==> src/rtl/keypad_pkg.sv <==
// rtl/keypad_pkg.sv - shared constants, scan states and key code map for the keypad scanner
package keypad_pkg;

    localparam int NUM_ROWS = 4;
    localparam int NUM_COLS = 4;
    localparam int CODE_W   = 5;

    typedef enum logic [1:0] {
        ST_IDLE  = 2'd0,
        ST_DRIVE = 2'd1,
        ST_PUSH  = 2'd2
    } scan_state_e;

    // Index is row*4+col; the map follows the printed legend of the wb_key keypad.
    function automatic logic [CODE_W-1:0] key_code_of(input logic [3:0] idx);
        logic [CODE_W-1:0] c;
        case (idx)
            4'd0:    c = 5'd1;
            4'd1:    c = 5'd2;
            4'd2:    c = 5'd3;
            4'd3:    c = 5'd10;
            4'd4:    c = 5'd4;
            4'd5:    c = 5'd5;
            4'd6:    c = 5'd6;
            4'd7:    c = 5'd11;
            4'd8:    c = 5'd7;
            4'd9:    c = 5'd8;
            4'd10:   c = 5'd9;
            4'd11:   c = 5'd12;
            4'd12:   c = 5'd14;
            4'd13:   c = 5'd0;
            4'd14:   c = 5'd15;
            default: c = 5'd13;
        endcase
        return c;
    endfunction

endpackage

==> src/rtl/keypad_scan_ctrl_if.sv <==
// rtl/keypad_scan_ctrl_if.sv - key event bus between the scanner and the register side
interface keypad_scan_ctrl_if;
    import keypad_pkg::*;

    logic              key_valid;
    logic [CODE_W-1:0] key_code;
    logic              key_pop;
    logic              overflow;
    logic              ovf_clr;
    logic              irq;

    modport master (
        output key_valid, key_code, overflow, irq,
        input  key_pop, ovf_clr
    );

    modport slave (
        input  key_valid, key_code, overflow, irq,
        output key_pop, ovf_clr
    );

endinterface

==> src/rtl/key_event_fifo.sv <==
// rtl/key_event_fifo.sv - show-ahead event FIFO with registered head and sticky drop flag
module key_event_fifo #(
    parameter int DEPTH = 4,
    parameter int WIDTH = 5
) (
    input  logic             clk,
    input  logic             rst_n,
    input  logic             i_push,
    input  logic [WIDTH-1:0] i_push_data,
    input  logic             i_pop,
    input  logic             i_ovf_clr,
    output logic             o_valid,
    output logic [WIDTH-1:0] o_head,
    output logic             o_overflow
);

    localparam int AW = (DEPTH > 1) ? $clog2(DEPTH) : 1;
    localparam int CW = $clog2(DEPTH + 1);

    logic [WIDTH-1:0] r_mem [DEPTH];
    logic [AW-1:0]    r_wr;
    logic [AW-1:0]    r_rd;
    logic [CW-1:0]    r_count;
    logic [WIDTH-1:0] r_head;
    logic             r_overflow;

    logic          w_empty;
    logic          w_full;
    logic          w_do_pop;
    logic          w_do_push;
    logic          w_drop;
    logic [AW-1:0] w_rd_inc;
    logic [AW-1:0] w_wr_inc;

    assign w_empty   = (r_count == '0);
    assign w_full    = (r_count == CW'(DEPTH));
    assign w_do_pop  = i_pop && !w_empty;
    // A pop frees the slot this cycle, so a push on a full FIFO still lands.
    assign w_do_push = i_push && (!w_full || w_do_pop);
    assign w_drop    = i_push && !w_do_push;
    assign w_rd_inc  = (r_rd == AW'(DEPTH - 1)) ? '0 : r_rd + 1'b1;
    assign w_wr_inc  = (r_wr == AW'(DEPTH - 1)) ? '0 : r_wr + 1'b1;

    always_ff @(posedge clk) begin
        if (w_do_push) begin
            r_mem[r_wr] <= i_push_data;
        end
    end

    always_ff @(posedge clk or negedge rst_n) begin
        if (!rst_n) begin
            r_wr       <= '0;
            r_rd       <= '0;
            r_count    <= '0;
            r_head     <= '0;
            r_overflow <= 1'b0;
        end else begin
            if (w_do_push) r_wr <= w_wr_inc;
            if (w_do_pop)  r_rd <= w_rd_inc;
            r_count <= r_count + CW'(w_do_push) - CW'(w_do_pop);
            if (w_do_pop) begin
                if (r_count == CW'(1)) begin
                    if (w_do_push) r_head <= i_push_data;
                end else begin
                    r_head <= r_mem[w_rd_inc];
                end
            end else if (w_do_push && w_empty) begin
                r_head <= i_push_data;
            end
            if (w_drop) begin
                r_overflow <= 1'b1;
            end else if (i_ovf_clr) begin
                r_overflow <= 1'b0;
            end
        end
    end

    assign o_valid    = !w_empty;
    assign o_head     = r_head;
    assign o_overflow = r_overflow;

endmodule

==> src/rtl/keypad_scan_ctrl.sv <==
// rtl/keypad_scan_ctrl.sv - 4x4 keypad row scanner with frame debounce and press event queue
module keypad_scan_ctrl
    import keypad_pkg::*;
#(
    parameter int SCAN_DIV       = 50000,
    parameter int DEBOUNCE_SCANS = 4,
    parameter int FIFO_DEPTH     = 4
) (
    input  logic                clk,
    input  logic                rst_n,
    input  logic                enable,
    input  logic [NUM_COLS-1:0] columnas,
    output logic [NUM_ROWS-1:0] filas,
    keypad_scan_ctrl_if.master  bus
);

    localparam int DW = $clog2(SCAN_DIV);
    localparam int MW = $clog2(DEBOUNCE_SCANS + 1);
    localparam int NK = NUM_ROWS * NUM_COLS;

    localparam logic [1:0] S_IDLE  = ST_IDLE;
    localparam logic [1:0] S_DRIVE = ST_DRIVE;
    localparam logic [1:0] S_PUSH  = ST_PUSH;

    logic [1:0]          r_state;
    logic [NUM_COLS-1:0] r_col_s1;
    logic [NUM_COLS-1:0] r_col_s2;
    logic [1:0]          r_row;
    logic [DW-1:0]       r_dwell;
    logic [3:0]          r_k;
    logic [NK-1:0]       r_frame;
    logic [NK-1:0]       r_prev;
    logic [NK-1:0]       r_stable;
    logic [NK-1:0]       r_pressed;
    logic [MW-1:0]       r_match;

    logic [NK-1:0]     w_frame_new;
    logic [MW-1:0]     w_match_next;
    logic              w_dwell_end;
    logic              w_push;
    logic [CODE_W-1:0] w_push_code;

    always_comb begin
        w_frame_new = r_frame;
        w_frame_new[{r_row, 2'b00} +: NUM_COLS] = r_col_s2;
        if ((w_frame_new != r_stable) && (w_frame_new == r_prev)) begin
            w_match_next = r_match + 1'b1;
        end else begin
            w_match_next = MW'(1);
        end
    end

    assign w_dwell_end = (r_state == S_DRIVE) && (r_dwell == DW'(SCAN_DIV - 1));
    assign w_push      = (r_state == S_PUSH) && r_pressed[r_k];
    assign w_push_code = key_code_of(r_k);

    always_ff @(posedge clk or negedge rst_n) begin
        if (!rst_n) begin
            r_state   <= S_IDLE;
            r_col_s1  <= '0;
            r_col_s2  <= '0;
            r_row     <= '0;
            r_dwell   <= '0;
            r_k       <= '0;
            r_frame   <= '0;
            r_prev    <= '0;
            r_stable  <= '0;
            r_pressed <= '0;
            r_match   <= '0;
        end else begin
            r_col_s1 <= columnas;
            r_col_s2 <= r_col_s1;
            // Losing enable abandons the partial frame; stable keys and queued events survive.
            if (!enable) begin
                r_state <= S_IDLE;
                r_row   <= '0;
                r_dwell <= '0;
                r_k     <= '0;
                r_frame <= '0;
                r_match <= '0;
            end else begin
                case (r_state)
                    S_IDLE: begin
                        r_state <= S_DRIVE;
                        r_row   <= '0;
                        r_dwell <= '0;
                    end
                    S_DRIVE: begin
                        if (w_dwell_end) begin
                            r_dwell <= '0;
                            r_frame <= w_frame_new;
                            if (r_row == 2'd3) begin
                                r_state <= S_PUSH;
                                r_row   <= '0;
                                r_k     <= '0;
                                r_prev  <= w_frame_new;
                                if (w_match_next == MW'(DEBOUNCE_SCANS)) begin
                                    r_pressed <= w_frame_new & ~r_stable;
                                    r_stable  <= w_frame_new;
                                    r_match   <= '0;
                                end else begin
                                    r_pressed <= '0;
                                    r_match   <= w_match_next;
                                end
                            end else begin
                                r_row <= r_row + 1'b1;
                            end
                        end else begin
                            r_dwell <= r_dwell + 1'b1;
                        end
                    end
                    S_PUSH: begin
                        r_k <= r_k + 1'b1;
                        if (r_k == 4'd15) r_state <= S_DRIVE;
                    end
                    default: r_state <= S_IDLE;
                endcase
            end
        end
    end

    assign filas = (r_state == S_DRIVE) ? (NUM_ROWS'(1) << r_row) : '0;

    key_event_fifo #(
        .DEPTH (FIFO_DEPTH),
        .WIDTH (CODE_W)
    ) u_fifo (
        .clk         (clk),
        .rst_n       (rst_n),
        .i_push      (w_push),
        .i_push_data (w_push_code),
        .i_pop       (bus.key_pop),
        .i_ovf_clr   (bus.ovf_clr),
        .o_valid     (bus.key_valid),
        .o_head      (bus.key_code),
        .o_overflow  (bus.overflow)
    );

    assign bus.irq = bus.key_valid;

endmodule

==> src/flat_wrapper.sv <==
// flat-port wrapper written by rule: the top's interface ports become plain ports
module keypad_scan_ctrl_flat import keypad_pkg::*;
#(
    parameter int SCAN_DIV       = 50000,
    parameter int DEBOUNCE_SCANS = 4,
    parameter int FIFO_DEPTH     = 4
)
  (clk, rst_n, enable, columnas, filas, bus_key_valid, bus_key_code, bus_overflow, bus_irq, bus_key_pop, bus_ovf_clr);
  keypad_scan_ctrl_if bus_i ();
  input  logic clk;
  input  logic rst_n;
  input  logic enable;
  input  logic [NUM_COLS-1:0] columnas;
  output logic [NUM_ROWS-1:0] filas;
  output wire logic [$bits(bus_i.key_valid)-1:0] bus_key_valid;
  output wire logic [$bits(bus_i.key_code)-1:0] bus_key_code;
  output wire logic [$bits(bus_i.overflow)-1:0] bus_overflow;
  output wire logic [$bits(bus_i.irq)-1:0] bus_irq;
  input wire logic [$bits(bus_i.key_pop)-1:0] bus_key_pop;
  input wire logic [$bits(bus_i.ovf_clr)-1:0] bus_ovf_clr;
  assign bus_key_valid = bus_i.key_valid;
  assign bus_key_code = bus_i.key_code;
  assign bus_overflow = bus_i.overflow;
  assign bus_irq = bus_i.irq;
  assign bus_i.key_pop = bus_key_pop;
  assign bus_i.ovf_clr = bus_ovf_clr;
  keypad_scan_ctrl #(.SCAN_DIV(SCAN_DIV), .DEBOUNCE_SCANS(DEBOUNCE_SCANS), .FIFO_DEPTH(FIFO_DEPTH)) u_core (.clk(clk), .rst_n(rst_n), .enable(enable), .columnas(columnas), .filas(filas), .bus(bus_i));
endmodule
==> config.mk <==
export PLATFORM = sky130hd
export DESIGN_NAME = keypad_scan_ctrl_flat
export DESIGN_NICKNAME = d
export VERILOG_FILES = /design/src/rtl/keypad_pkg.sv /design/src/rtl/keypad_scan_ctrl_if.sv /design/src/rtl/key_event_fifo.sv /design/src/rtl/keypad_scan_ctrl.sv /design/src/flat_wrapper.sv
export SDC_FILE = /design/constraint.sdc
export NUM_CORES = 1
export LEC_CHECK = 0
export CAP_MARGIN = 20
export CORE_ASPECT_RATIO = 1.5
export CORE_MARGIN = 3
export CORE_UTILIZATION = 45
export DETAILED_ROUTE_END_ITERATION = 16
export SYNTH_ARGS = -nofsm -noshare
export SYNTH_HDL_FRONTEND = slang
export SYNTH_SLANG_ARGS = --single-unit
==> constraint.sdc <==
create_clock -name clk -period 8.7 [get_ports clk]
set_input_delay 1.305 -clock clk [delete_from_list [all_inputs] [get_ports clk]]
set_output_delay 1.305 -clock clk [all_outputs]
set_load 0.005 [all_outputs]
==> results_dict.tcl, run 1 <==
set metrics [dict create \
    synth_fp_nets 685 \
    cpMostUsedCell "buf_4" \
    dpl.hpwl_um 10770 \
    yosys.area.top_type_share_pct 40.67 \
    ctsHoldBuffers 0 \
    max_freq_mhz 231.2 \
    num_io_pins 21 \
    synth-edff-count 16 \
    setup_tns_ns 0 \
    status "completed" \
    finalCritPeriodShare_pct 49.71 \
    cap_violations 0 \
    synth_common_cells "dfrtp_1, nand2_1, ha_1, inv_1, o21ai_0" \
    ys_seq_area_share_pct 47.70 \
    cp_max_fo 32 \
    viasPerCell 5.403 \
    drt_pass1_iterations 4 \
    peakVddDrop_mv 0.09789 \
    place_congestion 0.8424 \
    clkTransAtPathRegs_ns 0.06 \
    cts_buffers 17 \
    critPathArrivalTime_ns 4.63 \
    drtIter0Drc 248 \
    synth-main-ff-cell "dfrtp_1" \
    coreArea_sq_um 14730 \
    clock_tree.root_cell "clkbuf_16" \
    ys_seq_elements 127 \
    synth.most_common_cell "dfrtp_1" \
    worstSetupStartpointType "flip-flop" \
    start_util_pct 46.37 \
    die_h_um 156.9 \
    slew_headroom_pct 40.51 \
    period_minus_slack_ns 4.325 \
    wire_per_inst_um 17.70 \
    grt-ovfl-total 0 \
    cts_tree "built" \
    area_growth_pct 13.68 \
    yosysTopAreaCell "dfrtp_1" \
    synthDistinctLibCells 60 \
    ys.warnings.count 0 \
    cp.required_ns 9.00 \
    final.setup_skew_ns 0.007051 \
    setup_viol 0 \
    nFillCells 1380 \
    post_cts_resize_count 0 \
    crit_chain "nor2b_1 -> nand4_1 -> buf_4 -> nor2_1 -> and4b_1 -> and4_1 -> buf_4 -> mux2_2" \
    hold_viol_final 0 \
    ant_nets 0 \
    worstSkewPairLatency_ns 0.42 \
    synthTopCellsByArea "dfrtp_1, ha_1, edfxtp_1" \
    antenna_found_initial 0 \
    grt_start_max_net_pins 63 \
    rows 54 \
    grt_usage_pct 19.36 \
    post_synth.cell_area_avg_sq_um 10.74 \
    power_per_cell_area_nw_per_um2 199.7 \
    dieWidth_um 106.6 \
    tightest_slew_ns 0.8890 \
    syn_area_sq_um 6830 \
    dieArea_sq_um 16720 \
    nNetsFinal 697 \
    async_reset_ff_share_pct 87.40 \
    vias 4630 \
    cts_sinks 127 \
    cts_buffer_depth 2 \
    antenna_cells 0 \
    drive_above_1_share_pct 12.41 \
    power_leakage_nw 3.420 \
    drc_errors 0 \
    drv_slew 0 \
    wl_um 15170 \
    grt_pass1_wl_um 25240 \
    holdCritPathClass "reg2reg" \
    htreeDepth 4 \
    hold_ws_ns 0.3469 \
    max_stage_delay_ns 0.70 \
    post-cts-setup-buffers 0 \
    rsz0062_at_grt "no" \
    slowest_stage "nand4_1" \
    io_buffer_count 19 \
    grt_pass1_vias 4877 \
    cp-end-kind "flip-flop" \
    path_class "reg2reg" \
    postSynthCellCount 636 \
]
[routing by layer]
layer  global-route usage [%]  part of all wire [%]  routed length [um]  up-vias
met2                    34.86                    55                8288       82
met1                    22.39                    40                6105     2268
li1                         -                     -                   -     2249
met3                    3.283                   2.4                 360       31
met5                        0                     0                   0        -
met4                    8.836                   2.7                 413        0
[power by group]
| group | switching, mW | internal [mW] |
|---|---|---|
| clock network | 0.281 | 0.483 |
| logic | 0.0734 | 0.0718 |
| registers | 0.0192 | 0.623 |
[sequential cells by signal, indices dropped and copies added, names as in the netlist]
register,flops
u_core.r_dwell,16
u_core.r_frame,16
u_core.r_pressed,16
u_core.r_prev,16
u_core.r_stable,16
u_core.u_fifo.r_mem,16
u_core.r_col_s1,4
u_core.r_col_s2,4
u_core.r_k,4
u_core.u_fifo.o_head,4
u_core.r_match,3
u_core.u_fifo.r_count,3
u_core.r_row,2
u_core.r_state,2
u_core.u_fifo.r_rd,2
u_core.u_fifo.r_wr,2
u_core.u_fifo.o_overflow,1
[worst max-delay path, delay by kind of cell, from the launching register on]
family	cells	cell delay [ns]
buffers and inverters	2	0.84
DFF	1	0.47
muxes	1	0.39
and+or+nand+nor	5	2.50
[metrics by stage]
step / cell area, sq um / std cells / power (mW) / setup WS [ns] / util [%]
after floorplan: 6830 / 636 / 0.7411 / 5.169 / -
after global placement: 7133 / 825 / 0.7959 / 4.319 / 48.43
after detailed placement: 7133 / 825 / 0.8040 / 4.349 / 48.43
after CTS: 7765 / 857 / 1.570 / 4.354 / 52.72
after global routing: 7765 / 857 / 1.616 / 4.093 / 52.72
final: 7765 / 857 / 1.551 / 4.375 / 52.72
[cells in the final DEF (no fill, tap or decap), types with 7 or more instances in the layout]
cell	instances
clkdlybuf4s50_1	18
ha_1	39
nor2_1	24
a21boi_0	18
and2_1	11
inv_1	39
nand2_1	97
o31ai_1	7
a22o_1	18
clkbuf_16	17
mux2_2	10
mux2i_1	10
mux4_2	10
o21ai_0	30
nand2b_1	10
edfxtp_1	16
mux2_4	8
nand4_1	11
buf_4	8
xnor2_1	15
nor2b_1	12
nand3_1	19
dfrtp_1	111
a21oi_1	8
xor2_1	12
[cells by family (layout without fill, tap and decap cells)]
| logic type | Yosys count | after routing | share of synthesized area, % |
|---|---|---|---|
| XOR/XNOR | 27 | 27 | 3.462 |
| multiplexers | 38 | 38 | 8.170 |
| AND/OR/NAND/NOR | 218 | 218 | 16.29 |
| AO/OA/AOI/OAI | 110 | 110 | 11.91 |
| adder cells (fa/ha/maj) | 40 | 40 | 7.437 |
| flip-flops | 127 | 127 | 47.70 |
| other | 1 | 1 | 0.05490 |
| buffers and inverters | 75 | 100 | 4.983 |
[final cells by class]
type	instances	area [sq um]	share of cell area (%)
Clock buffer	17	425.4	5.479
Clock inverter	15	206.4	2.659
Inverter	42	157.7	2.030
Multi-Input combinational cell	434	3232	41.62
Sequential cell	127	3258	41.96
Tap cell	196	245.2	3.158
Timing Repair Buffer	26	240.2	3.094
[final timing paths]
kind / slack, ns / start / depth (start not counted) / end
min in group asynchronous: 0.91 / rst_n / 1 / u_core.u_fifo.r_wr[1]
hold reg to reg: 0.35 / u_core.r_col_s1[1] / 0 / u_core.r_col_s2[1]
setup reg to reg: 4.38 / u_core.r_state[0] / 8 / u_core.r_stable[1]
hold / removal: 0.35 / u_core.r_col_s1[1] / 0 / u_core.r_col_s2[1]
setup / recovery: 4.38 / u_core.r_state[0] / 8 / u_core.r_stable[1]
max in group asynchronous: 6.48 / rst_n / 2 / u_core.r_dwell[9]
Note: power is estimated with default switching activity, not from simulation.
==> run 2: changes to the inputs <==
clock period = 3.9 ns   (was 8.7 ns; I/O delays follow)
==> run 2 against run 1 <==
Net effect: worst hold slack got worse by 0.096 ns; sequential power rose by 120%; total power is 110% higher; largest cell class unchanged.
==> results_dict.tcl, run 2 (synthesis gave the netlist of run 1 again) <==
set metrics [dict create \
    grt_start_max_net_pins 65 \
    clkTransAtPathRegs_ns 0.05 \
    worst-path-buf-inv 2 \
    status "completed" \
    wl_um 15370 \
    ant_nets 0 \
    rows 54 \
    hold_ws_ns 0.2507 \
    drive_above_1_share_pct 13.84 \
    nNetsFinal 708 \
    drc_errors 0 \
    mostFrequentLayoutCell "dfrtp_1" \
    io_buffer_count 19 \
    cp.required_ns 4.24 \
    vias 4739 \
    post-cts-setup-buffers 0 \
    worstSkewPairLatency_ns 0.43 \
    dieWidth_um 106.6 \
    max_stage_delay_ns 0.44 \
    grt_usage_pct 20.02 \
    cts_tree "built" \
    cts_buffer_depth 2 \
    place_congestion 0.9500 \
    area_growth_pct 14.12 \
    cp-end-kind "flip-flop" \
    drt_pass1_iterations 5 \
    slew_headroom_pct 44.93 \
    setup_tns_ns 0 \
    start_util_pct 46.37 \
    num_io_pins 21 \
    cts_sinks 127 \
    ctsHoldBuffers 0 \
    power_mw 3.268 \
    crit_family "simple AND/OR/NAND/NOR gates" \
    drtIter0Drc 264 \
    dieArea_sq_um 16720 \
    power_per_cell_area_nw_per_um2 419.2 \
    final.setup_skew_ns 0.008253 \
    layout_common_cells "dfrtp_1, nand2_1, inv_1, ha_1, o21ai_0" \
    clock_tree.root_cell "clkbuf_16" \
    viasPerCell 5.460 \
    grt_pass1_vias 4965 \
    crit_chain "inv_1 -> ha_1 -> nor2b_1 -> a41o_1 -> ha_1 -> nand4_1 -> or4_1 -> o2111ai_1 -> nor3_2 -> and4_4 -> buf_4 -> mux2i_1" \
    slowest_stage "ha_1" \
    die_h_um 156.9 \
    max_freq_mhz 279.6 \
    holdCritPathClass "in2async" \
    coreArea_sq_um 14730 \
    peakVddDrop_mv 0.2595 \
    grt-ovfl-total 0 \
    place_area_sq_um 7216 \
    cap_violations 0 \
    path_class "reg2reg" \
    finalCritPeriodShare_pct 91.70 \
    antenna_cells 0 \
    worstSetupStartpointType "flip-flop" \
    period_minus_slack_ns 3.576 \
    drv_slew 0 \
    post_cts_resize_count 1 \
    critPathArrivalTime_ns 3.91 \
    postLayoutCellArea_sq_um 7795 \
    hold_viol_final 0 \
    setup_viol 0 \
    dpl.hpwl_um 11110 \
    htreeDepth 4 \
    nFillCells 1329 \
    grt_pass1_wl_um 25750 \
    cts_buffers 17 \
    tightest_slew_ns 0.8261 \
    rsz0062_at_grt "no" \
    wire_per_inst_um 17.70 \
    antenna_found_initial 0 \
    power_leakage_nw 3.455 \
    cp_max_fo 22 \
    cpMostUsedCell "ha_1" \
]
[run 2: cell type report]
| class | count | area [sq um] | area share (%) |
|---|---|---|---|
| Timing Repair Buffer | 37 | 322.8 | 4.141 |
| Sequential cell | 127 | 3258 | 41.80 |
| Multi-Input combinational cell | 434 | 3239 | 41.56 |
| Clock buffer | 23 | 488.0 | 6.260 |
| Inverter | 42 | 157.7 | 2.022 |
| Tap cell | 196 | 245.2 | 3.146 |
| Clock inverter | 9 | 83.83 | 1.075 |
[run 2: through the flow]
stage	std cells	setup WS, ns	utilization (%)
floorplan	636	0.3685	-
global placement	836	0.1975	48.99
detailed placement	836	0.02926	48.99
CTS	868	0.1862	52.88
global route	868	0.02773	52.92
finish	868	0.3236	52.92
[run 2: worst paths after layout]
| kind | start | to | slack [ns] | cells after the start |
|---|---|---|---|---|
| setup / recovery | u_core.r_row[0] | u_core.r_stable[7] | 0.32 | 12 |
| hold / removal | rst_n | u_core.u_fifo.o_head[1] | 0.25 | 1 |
| setup reg to reg | u_core.r_row[0] | u_core.r_stable[7] | 0.32 | 12 |
| hold reg to reg | u_core.r_col_s1[3] | u_core.r_col_s2[3] | 0.35 | 0 |
| max in group asynchronous | rst_n | u_core.r_pressed[3] | 2.74 | 2 |
| min in group clk | u_core.r_col_s1[3] | u_core.r_col_s2[3] | 0.35 | 0 |
[run 2: power by group]
group	total, mW	switching (mW)	internal [mW]	leakage, nW
logic	0.324	0.161	0.164	1.53
registers	1.43	0.0430	1.39	1.64
clock network	1.51	0.570	0.940	0.283
total	3.27	0.774	2.49	3.46
[run 2: metal layers]
| metal | global-route usage (%) | share of wire (%) |
|---|---|---|
| met5 | 0 | 0 |
| met4 | 9.994 | 4.2 |
| met3 | 4.637 | 3.5 |
| met2 | 35.05 | 52 |
| met1 | 22.88 | 40 |
[run 2: worst reg2reg max path, stage by stage, from the launching register on]
cell and delay (ns):
dfrtp_1 0.34, inv_1 0.12, ha_1 0.45, nor2b_1 0.29
a41o_1 0.43, ha_1 0.33, nand4_1 0.10, or4_1 0.13
o2111ai_1 0.12, nor3_2 0.22, and4_4 0.40, buf_4 0.32
mux2i_1 0.25
==> run 3: changes to the inputs <==
CORE_UTILIZATION = 30   (was 45)
TNS_END_PERCENT = 30   (was unset)
==> run 3 against run 2 <==
Net effect: non-clock buffer count is 1 lower; via count decreased by 2.1%; largest cell class unchanged; clock power is 9% higher.
==> results_dict.tcl, run 3 (synthesis gave the netlist of run 1 again) <==
set metrics [dict create \
    status "completed" \
    die_h_um 190.8 \
    p_clk_share_pct 48.5 \
    dieArea_sq_um 24650 \
    grt_pass1_vias 4787 \
    p_comb_share_pct 9.4 \
    worstSetupStartpointType "flip-flop" \
    grt-ovfl-total 0 \
    post-cts-setup-buffers 0 \
    mostFrequentLayoutCell "dfrtp_1" \
    start_util_pct 30.52 \
    hold_viol_final 0 \
    hold_ws_ns 0.2476 \
    power_leakage_nw 3.464 \
    p_sw_uw 826.7 \
    io_buffer_count 19 \
    ant_nets 0 \
    place_congestion 0.8257 \
    drt_pass1_iterations 4 \
    setup_viol 0 \
    clkTransAtPathRegs_ns 0.06 \
    cp.required_ns 4.18 \
    ctsHoldBuffers 0 \
    postLayoutCellArea_sq_um 7936 \
    rows 67 \
    peakVddDrop_mv 0.2504 \
    grt_start_max_net_pins 58 \
    drive_above_1_share_pct 14.01 \
    power_mw 3.393 \
    grt_pass1_wl_um 25250 \
    grt_usage_pct 12.88 \
    power.internal_mw 2.566 \
    wl_um 15130 \
    cp-end-kind "flip-flop" \
    num_io_pins 21 \
    place_area_sq_um 7321 \
    finalCritPeriodShare_pct 91.92 \
    cap_violations 0 \
    antenna_found_initial 0 \
    area_growth_pct 16.19 \
    tightest_slew_ns 0.7468 \
    power_per_cell_area_nw_per_um2 427.5 \
    cts_tree "built" \
    rsz0062_at_grt "no" \
    dp_slack_ns 0.1820 \
    drtIter0Drc 292 \
    drc_errors 0 \
    holdCritPathClass "in2async" \
    path_class "reg2reg" \
    cts_sinks 127 \
    cts_buffer_depth 2 \
    max_freq_mhz 278.9 \
    worstSkewPairLatency_ns 0.41 \
    vias 4638 \
    cp_max_fo 11 \
    period_minus_slack_ns 3.585 \
    cts_buffers 17 \
    finish.utilization_pct 35.46 \
    viasPerCell 4.898 \
    seq_power_share_pct 42.2 \
    drv_slew 0 \
    dpl.hpwl_um 10810 \
    slew_headroom_pct 50.22 \
    coreArea_sq_um 22380 \
    switching_share_pct 24.36 \
    layout_common_cells "dfrtp_1, nand2_1, inv_1, ha_1, o21ai_0" \
    wire_per_inst_um 15.98 \
    antenna_cells 0 \
    htreeDepth 4 \
    nNetsFinal 707 \
    setup_ws_ns 0.3150 \
    clock_tree.root_cell "clkbuf_16" \
    critPathArrivalTime_ns 3.87 \
    rrSetupSlack_ns 0.31 \
    dieWidth_um 129.2 \
    fin_cells 947 \
    setup_tns_ns 0 \
    place_inst 915 \
    final.setup_skew_ns 0.008740 \
    post_cts_resize_count 0 \
]
run 3: layout make-up:
class / instances / area, sq um
inverters: 42 / 157.7
fillers: 2182 / 14450
clock inverters: 15 / 185.2
clock buffers: 17 / 425.4
flip-flops and latches: 127 / 3258
repair buffers: 36 / 327.8
multi-input cells: 434 / 3237
well taps: 276 / 345.3
run 3: path summary, 6_finish.rpt:
| check | start | to | cells after the start |
|---|---|---|---|
| setup / recovery | u_core.r_row[1] | u_core.r_stable[3] | 13 |
| hold / removal | rst_n | u_core.r_dwell[8] | 1 |
| setup reg to reg | u_core.r_row[1] | u_core.r_stable[3] | 13 |
| hold reg to reg | u_core.r_col_s1[0] | u_core.r_col_s2[0] | 0 |
| max in group asynchronous | rst_n | u_core.r_stable[2] | 2 |
| min in group clk | u_core.r_col_s1[0] | u_core.r_col_s2[0] | 0 |
run 3: power groups by stage:
stage	clock network (mW)	logic, mW	registers (mW)
final	1.64	0.318	1.43
after global routing	1.74	0.360	1.44
after CTS	1.69	0.329	1.43
after detailed placement	0	0.329	1.46
after global placement	0	0.321	1.45
after floorplan	0	0.205	1.45
run 3: worst max-delay path, cell delays in order (launching register included):
cell	delay, ns
dfrtp_1	0.43
inv_1	0.13
ha_2	0.46
nor2b_1	0.29
nand2_1	0.13
o21ai_1	0.31
ha_1	0.18
nand4_1	0.07
or4_1	0.53
o2111ai_1	0.13
nor3_2	0.08
and4_1	0.20
buf_4	0.20
mux2_4	0.31
run 3: metal layers:
layer  wire length (um)  track usage (%)  part of all wire [%]  up-vias
met5                  0                0                     0        -
li1                   -                -                     -     2274
met1               6233            15.21                    41     2294
met2               8422            23.52                    56       55
met3                199            1.850                   1.3       15
met4                278            4.446                   1.8        0
